`config.mk`:
```
export PLATFORM = sky130hd
export DESIGN_NAME = block_serial_subtractor
export DESIGN_NICKNAME = d
export VERILOG_FILES = /design/src/rtl/block_serial_subtractor_pkg.sv /design/src/rtl/block_serial_subtractor_borrow_ripple_block.sv /design/src/rtl/block_serial_subtractor.sv
export SDC_FILE = /design/constraint.sdc
export NUM_CORES = 1
export LEC_CHECK = 0
export CORE_ASPECT_RATIO = 0.7
export CORE_MARGIN = 2
export CORE_UTILIZATION = 50
export CTS_BUF_LIST = sky130_fd_sc_hd__clkbuf_8
export DETAILED_ROUTE_END_ITERATION = 12
export PLACE_DENSITY = 0.82
export SYNTH_ARGS = -nofsm -noshare
export SYNTH_HDL_FRONTEND = slang
export SYNTH_SLANG_ARGS = --single-unit
```
`constraint.sdc`:
```
create_clock -name clk -period 5.4 [get_ports clk]
set_clock_uncertainty 0.15 [all_clocks]
set_input_delay 0.54 -clock clk [delete_from_list [all_inputs] [get_ports clk]]
set_output_delay 0.54 -clock clk [all_outputs]
set_load 0.02 [all_outputs]
```
`src/rtl/block_serial_subtractor_pkg.sv`:
```
// Shared types and helpers for the block-serial subtractor: block width, FSM encoding
// and the block-index width function.
package sub_pkg;

   localparam int BLK_W = 4;

   typedef enum logic [1:0] {
      IDLE = 2'd0,
      RUN  = 2'd1,
      DONE = 2'd2
   } state_e;

   // Width of a counter able to index v blocks; never narrower than one bit.
   function automatic int clog2(input int v);
      int w;
      w = 1;
      while ((1 << w) < v) begin
         w++;
      end
      return w;
   endfunction

endpackage

```
`src/rtl/block_serial_subtractor_borrow_ripple_block.sv`:
```
// 4-bit combinational ripple-borrow subtractor: {bout, d} = a - b - bin.
// Zero latency, no flow control.
module borrow_ripple_block
   import sub_pkg::*;
(
   input  logic [BLK_W-1:0] a,
   input  logic [BLK_W-1:0] b,
   input  logic             bin,
   output logic [BLK_W-1:0] d,
   output logic             bout
);

   logic br;

   always_comb begin
      d  = '0;
      br = bin;
      for (int i = 0; i < BLK_W; i++) begin
         d[i] = a[i] ^ b[i] ^ br;
         br   = (~a[i] & b[i]) | (~a[i] & br) | (b[i] & br);
      end
      bout = br;
   end

endmodule

```
`src/rtl/block_serial_subtractor.sv`:
```
// Block-serial in1 - in2 - bin, one 4-bit block per clock; done pulses N/4 edges after an
// accepted start (earlier with EARLY_DONE_EN). start is ignored while busy; results hold until the next start.
module block_serial_subtractor
   import sub_pkg::*;
#(
   parameter int N = 32
)
(
   input  logic         clk,
   input  logic         rst,
   input  logic         start,
   input  logic [N-1:0] in1,
   input  logic [N-1:0] in2,
   input  logic         bin,
   output logic         busy,
   output logic         done,
   output logic [N-1:0] diff,
   output logic         bout,
   output logic         OF
);

   localparam int NBLK = N / BLK_W;
   localparam int KW   = clog2(NBLK);
   localparam logic [KW-1:0] LAST = KW'(NBLK - 1);

   if ((N % BLK_W) != 0 || N < 8) begin : g_bad_n
      $error("block_serial_subtractor: N must be a multiple of 4 and at least 8");
   end

   state_e         state_q, state_d;
   logic [KW-1:0]  k_q, k_d;
   logic           borrow_q, borrow_d;
   logic [N-1:0]   a_q, a_d;
   logic [N-1:0]   b_q, b_d;
   logic [N-1:0]   diff_q, diff_d;
   logic           bout_q, bout_d;
   logic           of_q, of_d;
   logic           busy_q, busy_d;
   logic           done_q, done_d;

   int unsigned    blk_lo;
   logic [BLK_W-1:0] blk_a, blk_b, blk_d;
   logic           blk_bout;
   logic           finish;

   always_comb begin
      blk_lo = 32'(k_q) * BLK_W;
      blk_a  = a_q[blk_lo +: BLK_W];
      blk_b  = b_q[blk_lo +: BLK_W];
   end

   borrow_ripple_block u_blk (
      .a    (blk_a),
      .b    (blk_b),
      .bin  (borrow_q),
      .d    (blk_d),
      .bout (blk_bout)
   );

`ifdef EARLY_DONE_EN
   // Once the untouched upper bits of both operands match, every remaining block is
   // 0 - borrow, so the rest of diff is all-zeros or all-ones and the borrow passes straight out.
   logic         upper_eq;
   logic [N-1:0] fill_mask;

   always_comb begin
      upper_eq  = (((a_q ^ b_q) >> (blk_lo + BLK_W)) == '0);
      fill_mask = {N{1'b1}} << (blk_lo + BLK_W);
   end
`endif

   always_comb begin
      state_d  = state_q;
      k_d      = k_q;
      borrow_d = borrow_q;
      a_d      = a_q;
      b_d      = b_q;
      diff_d   = diff_q;
      bout_d   = bout_q;
      of_d     = of_q;
      busy_d   = busy_q;
      done_d   = 1'b0;
      finish   = 1'b0;

      case (state_q)
         IDLE: begin
            if (start) begin
               a_d      = in1;
               b_d      = in2;
               borrow_d = bin;
               k_d      = '0;
               diff_d   = '0;
               bout_d   = 1'b0;
               of_d     = 1'b0;
               busy_d   = 1'b1;
               state_d  = RUN;
            end
         end

         RUN: begin
            diff_d[blk_lo +: BLK_W] = blk_d;
            borrow_d = blk_bout;
            k_d      = k_q + 1'b1;
            finish   = (k_q == LAST);
`ifdef EARLY_DONE_EN
            if (!finish && upper_eq) begin
               if (blk_bout) begin
                  diff_d = diff_d | fill_mask;
               end
               finish = 1'b1;
            end
`endif
            if (finish) begin
               bout_d  = blk_bout;
               of_d    = (a_q[N-1] ^ b_q[N-1]) & (diff_d[N-1] ^ a_q[N-1]);
               done_d  = 1'b1;
               state_d = DONE;
            end
         end

         DONE: begin
            busy_d  = 1'b0;
            state_d = IDLE;
         end

         default: begin
            busy_d  = 1'b0;
            state_d = IDLE;
         end
      endcase
   end

   always_ff @(posedge clk) begin
      if (rst) begin
         state_q  <= IDLE;
         k_q      <= '0;
         borrow_q <= 1'b0;
         a_q      <= '0;
         b_q      <= '0;
         diff_q   <= '0;
         bout_q   <= 1'b0;
         of_q     <= 1'b0;
         busy_q   <= 1'b0;
         done_q   <= 1'b0;
      end else begin
         state_q  <= state_d;
         k_q      <= k_d;
         borrow_q <= borrow_d;
         a_q      <= a_d;
         b_q      <= b_d;
         diff_q   <= diff_d;
         bout_q   <= bout_d;
         of_q     <= of_d;
         busy_q   <= busy_d;
         done_q   <= done_d;
      end
   end

   assign busy = busy_q;
   assign done = done_q;
   assign diff = diff_q;
   assign bout = bout_q;
   assign OF   = of_q;

endmodule

```
# ---- Word level (Yosys, flattened, before mapping)
# Cells that the tools add are included.
dict set report classes {
  addsub 2
  n_mul 0
  div 0
  n_lt_le_gt_ge 0
  n_eq_ne 4
  n_shift 4
  muxes 18
  bitwise_logic 36
  n_reduce_logical 8
}
# operator n
set ops {}
lappend ops {{$pmux W32 S2} 1}
lappend ops {{$shiftx A32 B6 Y4} 2}
lappend ops {{$neg A5 Y34} 1}
lappend ops {{$shift A4 B34 Y32 const A} 1}
lappend ops {{$shiftx A4 B34 Y32} 1}
lappend ops {{$bwmux W32} 1}
lappend ops {{$mux W32} 1}
lappend ops {{$and A1 B1 Y1} 13}
lappend ops {{$xor A1 B1 Y1} 10}
lappend ops {{$or A1 B1 Y1} 8}
lappend ops {{$pmux W1 S2} 4}
lappend ops {{$reduce_and A2 Y1} 4}
lappend ops {{$mux W1} 6}
lappend ops {{$pmux W3 S2} 1}
lappend ops {{$not A1 Y1} 5}
lappend ops {{$mux W2} 2}
lappend ops {{$ne A2 B2 Y1 const B} 2}
lappend ops {{$pmux W2 S2} 1}
lappend ops {{$add A3 B1 Y3 const B} 1}
lappend ops {{$eq A3 B3 Y1 const B} 1}
lappend ops {{$mux W3} 1}
lappend ops {{$reduce_and A3 Y1} 1}
lappend ops {{$eq A2 B1 Y1 const B} 1}
lappend ops {{$logic_not A2 Y1} 1}
lappend ops {{2 further kinds} 2}
dict set report word_totals {
  register_bits 106
  latchBits 0
  ram_bits 0
  rom_bits 0
  inputBits 68
  output_inout_bits 36
  wordCells 82
  mem_count 0
}

# ---- Depth between registers and ports, before layout
dict set report logic_depth {
  word_depth 18
  mapped_depth 14
  depth_no_buf 11
}

# ---- By module
# A second synthesis with hierarchy kept.
dict set report unflattened {
  hier_cells 524
  hier_area_um2 4610.7
}
# mod instances cells_per_inst area_per_inst_um2
set by_module_without_submodules {}
lappend by_module_without_submodules {block_serial_subtractor 1 510 4493.1}
lappend by_module_without_submodules {borrow_ripple_block 1 14 117.6}

# ---- Least setup slack after synthesis
# No wires, ideal clock.
dict set report synth_path {
  path_type {register to register}
  start {register k_q[0]}
  end {register of_q (netlist: OF)}
  setup_ps 122
  arrival_time_ps 3750
  required_time_ps 5128
  setup_slack_ps 1378
  path_stages_with_launch 14
  period_less_slack_ps 4022
  cell_sequence {dfxtp_1 -> buf_4 -> buf_2 -> mux4_2 -> mux2i_1 -> fa_1 -> inv_1 -> fa_1 -> fa_1 -> fa_1 -> clkbuf_1 -> and3_1 -> o2111a_1 -> a311o_1}
}
dict set report synth_between {
  elab_chain_cells 18
  elab_cells_between_ends 39
  classes_between {add/sub (1); eq/ne (2); shift (4); mux (3); bitwise (28); reduce/logical (1)}
}
# item line
set synth_lines {}
lappend synth_lines {{start: declaration} block_serial_subtractor.sv:31} ;# logic [KW-1:0] k_q, k_d;
lappend synth_lines {{start signal: assignment} block_serial_subtractor.sv:147} ;# k_q <= k_d;
lappend synth_lines {{$shiftx A32 B6 Y4} block_serial_subtractor.sv:48} ;# blk_a = a_q[blk_lo +: BLK_W];
lappend synth_lines {{$not A1 Y1} block_serial_subtractor_borrow_ripple_block.sv:20} ;# br = (~a[i] & b[i]) | (~a[i] & br) | (b[i] & br);
lappend synth_lines {{$and A1 B1 Y1} block_serial_subtractor_borrow_ripple_block.sv:20}
lappend synth_lines {{$or A1 B1 Y1 (2 in a row)} block_serial_subtractor_borrow_ripple_block.sv:20}
lappend synth_lines {{$and A1 B1 Y1} block_serial_subtractor_borrow_ripple_block.sv:20}
lappend synth_lines {{$or A1 B1 Y1 (2 in a row)} block_serial_subtractor_borrow_ripple_block.sv:20}
lappend synth_lines {{$and A1 B1 Y1} block_serial_subtractor_borrow_ripple_block.sv:20}
lappend synth_lines {{$or A1 B1 Y1 (2 in a row)} block_serial_subtractor_borrow_ripple_block.sv:20}
lappend synth_lines {{$xor A1 B1 Y1} block_serial_subtractor_borrow_ripple_block.sv:19} ;# d[i] = a[i] ^ b[i] ^ br;
lappend synth_lines {{$shiftx A4 B34 Y32} block_serial_subtractor.sv:101} ;# diff_d[blk_lo +: BLK_W] = blk_d;
lappend synth_lines {{$bwmux W32} block_serial_subtractor.sv:101}
lappend synth_lines {{$xor A1 B1 Y1} block_serial_subtractor.sv:115} ;# of_d = (a_q[N-1] ^ b_q[N-1]) & (diff_d[N-1] ^ a_q[N-1]);
lappend synth_lines {{$and A1 B1 Y1} block_serial_subtractor.sv:115}
lappend synth_lines {{$mux W1} block_serial_subtractor.sv:113} ;# if (finish) begin
lappend synth_lines {{$pmux W1 S2} block_serial_subtractor.sv:85} ;# case (state_q)
lappend synth_lines {{end signal: assignment} block_serial_subtractor.sv:142} ;# of_q <= 1'b0;
lappend synth_lines {{end signal: assignment} block_serial_subtractor.sv:153} ;# of_q <= of_d;
lappend synth_lines {{end: declaration} block_serial_subtractor.sv:37} ;# logic of_q, of_d;
# Parallel ways exist; a longest one is shown, timed or not. The select of a mux whose other input is x is not followed.
# A chain may end at the register's enable or synchronous reset.

# ---- Final worst setup path
# Ends and elaborated chain as after synthesis.

==> metrics.csv <==
metric,value,unit
status,"finished, final reports clean",
Synth top area share,0.460,
"Largest stage delay, worst path",0.61,ns
port bufs,103,
WL/cell,15.4,µm
routed wl met3,688,µm
"flops & latches, synth",106,
Switching Share,0.274,
Layout Utilization,0.647,
first-pass GRT wire length,18400,µm
DRC viols,0,
Multi-input gate area,2270,µm²
area delta synth->final,26.4,%
Post-synth ARST share,0,
Flop pwr share,0.533,
synth warn,0,
Clk pwr share,0.308,
Peak VDD IR,0.000123,V
Post-synth top cells,"158 x nand2_1, 106 x dfxtp_1, 73 x a21oi_1",
Crit path depth,10,
fin. max-slew vios,0,
largest net degree at the start of global routing,103,
register area,2120,µm²
nets,681,
RSZ-0062 raised after global routing,no,
path depth of the worst reg2reg path,10,
Die Area,10000,µm²
htree depth,3,
Initial Utilization,0.512,
highest metal used,met4,
core footprint,9000,µm²
sequential-to-total area share from yosys stat,0.460,
routability-driven placement congestion ratio,0.797,
synth top area cells,"dfxtp_1 46%, nand2_1 13%, a21oi_1 7.9%",
GRT Total Usage,0.228,
combinational fraction of design power,0.160,
NetSw,432,µW
drt pass-1 iters,5,
Die H,84.3,µm
CP arrival,4.28,ns
WHS Endpoint,b_q[21]$_SDFFE_PP0P_,
Post-Syn Area,4610,µm²
clk buf depth,2,
Die X-Extent,119,µm
WL final,11200,µm
Synth area leader,dfxtp_1,
Overflow after GRT,0,
synthesized instance count,522,
Hold Crit Class,flip-flop to flip-flop,
Vias,3978,
DR WL met2,5050,µm
share of layout cells above drive strength 1,0.0924,
worst-path fanout max,19,
Filler Cell Count,773,
CTS sink count,106,
Main synth FF type,dfxtp_1,
Post-synth EDFFs,0,
vias in the first global route,3806,
post-CTS setup buffer count,0,
root buffer cell,clkbuf_8,
critical path's slowest cell,dfxtp_1,
worst path cell trace,buf_4 > mux4_2 > nand2_1 > nand2_1 > fa_1 > fa_1 > fa_1 > and3_1 > o2111a_1 > a311o_1,
Slew HR,0.321,
Final Hold Vio Count,0,
P_int,1.14,mW
Mapped Avg Cell Area,8.83,µm²
initial antenna violation count,0,
crit start category,flip-flop,
CP Class,flip-flop to flip-flop,
overall power,1.58,mW
CTS tree,built,
Hold Path Origin,b_q[21]$_SDFFE_PP0P_,
Post-CTS Resized,0,
CP top delay family,adder cells,
pwr dens,271,nW/µm²
Skew-Pair Late Insertion Delay,0.38,ns
final worst-path cycle share,0.771,
f_max,240,MHz
hold_buf cts,0,
setup TNS,0,ns
Iter 0 DRT Violations,397,
CP Data Required Time,5.52,ns
slew at the pin closest to its max-slew limit,1.02,ns
I/O pins,104,
HPWL Detailed,8100,µm
# setup viols final,0,
Final min period,4.16,ns
via density per instance,5.45,
max capacitance violation total,0,
# diodes,0,
Cell variety after synth,45,
total CTS buffers,9,
Lkg Pwr,2.16,nW
"count leader, synth",nand2_1,
row cnt,29,
ANT nets after route,0,
"CTS clk-pin slew, worst paths",0.10,ns
worst r2r src,k_q[0]$_SDFFE_PP0P_,
routed metal-1 wirelength,5350,µm
syn_nets,601,
worst r2r dst,OF$_SDFFE_PP0P_,
hold path depth,2,
"most used cell, CP",fa_1,
Crit. End Element,flip-flop,
CP bufs+invs,1,
R2R setup slack,1.24,ns
## sequential cells by signal, indices dropped and copies added, names as in the netlist
register	flops
bout	1
a_q	32
borrow_q	1
state_q	2
diff	32
OF	1
busy	1
b_q	32
k_q	3
done	1
## per-stage QoR
stage | instance area, µm² | setup slack, ns | cells | hold WS [ns]
2_1_floorplan | 4610 | 1.38 | 522 | 0.283
3_3_place_gp | 5630 | 1.36 | 715 | 0.292
3_5_place_dp | 5630 | 1.21 | 715 | 0.297
4_1_cts | 5830 | 1.22 | 730 | 0.310
5_1_grt | 5830 | 1.02 | 730 | 0.332
6_report | 5830 | 1.24 | 730 | 0.308
## cell usage in the layout, fill, tap and decap left out, types with 5 or more instances in the layout
cell type,n
clkdlybuf4s50_1,102
dfxtp_1,106
mux2i_1,7
ha_1,7
a21oi_1,73
nor3_1,5
nor2_1,33
clkbuf_8,9
nand2_1,158
mux2_2,8
mux4_2,16
a22oi_1,8
buf_4,5
nand3_1,10
inv_1,7
## layout make-up
class	instances	area share
multi-input cells	371	0.390
flip-flops and latches	106	0.364
repair buffers	107	0.182
well taps	124	0.0266
clock buffers	9	0.0213
clock inverters	6	0.0116
inverters	7	0.00451
## power groups by stage
stage               registers, mW  logic (mW)  clock network (mW)
global route                0.844       0.276               0.520
CTS                         0.840       0.251               0.491
detailed placement          0.858       0.251                   0
global placement            0.856       0.242                   0
floorplan                   0.849       0.159                   0
finish                      0.840       0.252               0.485
## worst reg2reg max path: stages (launching register included)
cell      delay, ns
dfxtp_1        0.61
buf_4          0.38
mux4_2         0.55
nand2_1        0.08
nand2_1        0.07
fa_1           0.43
fa_1           0.39
fa_1           0.59
and3_1         0.24
o2111a_1       0.24
a311o_1        0.32
## per-layer routing
layer / track usage / up-vias
li1: - / 1923
met1: 0.316 / 1885
met2: 0.359 / 156
met3: 0.0550 / 14
met4: 0.0671 / 0
met5: 0 / -
## logic make-up after synthesis
kind of cell / synth area share
compound gates: 0.130
mux: 0.113
simple gates: 0.214
fa+ha+maj: 0.0364
buf+inv: 0.0469
flops: 0.460
## worst max path at each step
stage	startpoint	end	slack [ns]
floorplan	k_q[0]$_SDFFE_PP0P_	OF$_SDFFE_PP0P_	1.38
global placement	k_q[0]$_SDFFE_PP0P_	OF$_SDFFE_PP0P_	1.36
detailed placement	k_q[0]$_SDFFE_PP0P_	OF$_SDFFE_PP0P_	1.21
CTS	k_q[0]$_SDFFE_PP0P_	OF$_SDFFE_PP0P_	1.22
global route	k_q[0]$_SDFFE_PP0P_	OF$_SDFFE_PP0P_	1.02
finish	k_q[0]$_SDFFE_PP0P_	OF$_SDFFE_PP0P_	1.24
(Power assumes the default switching activity.)
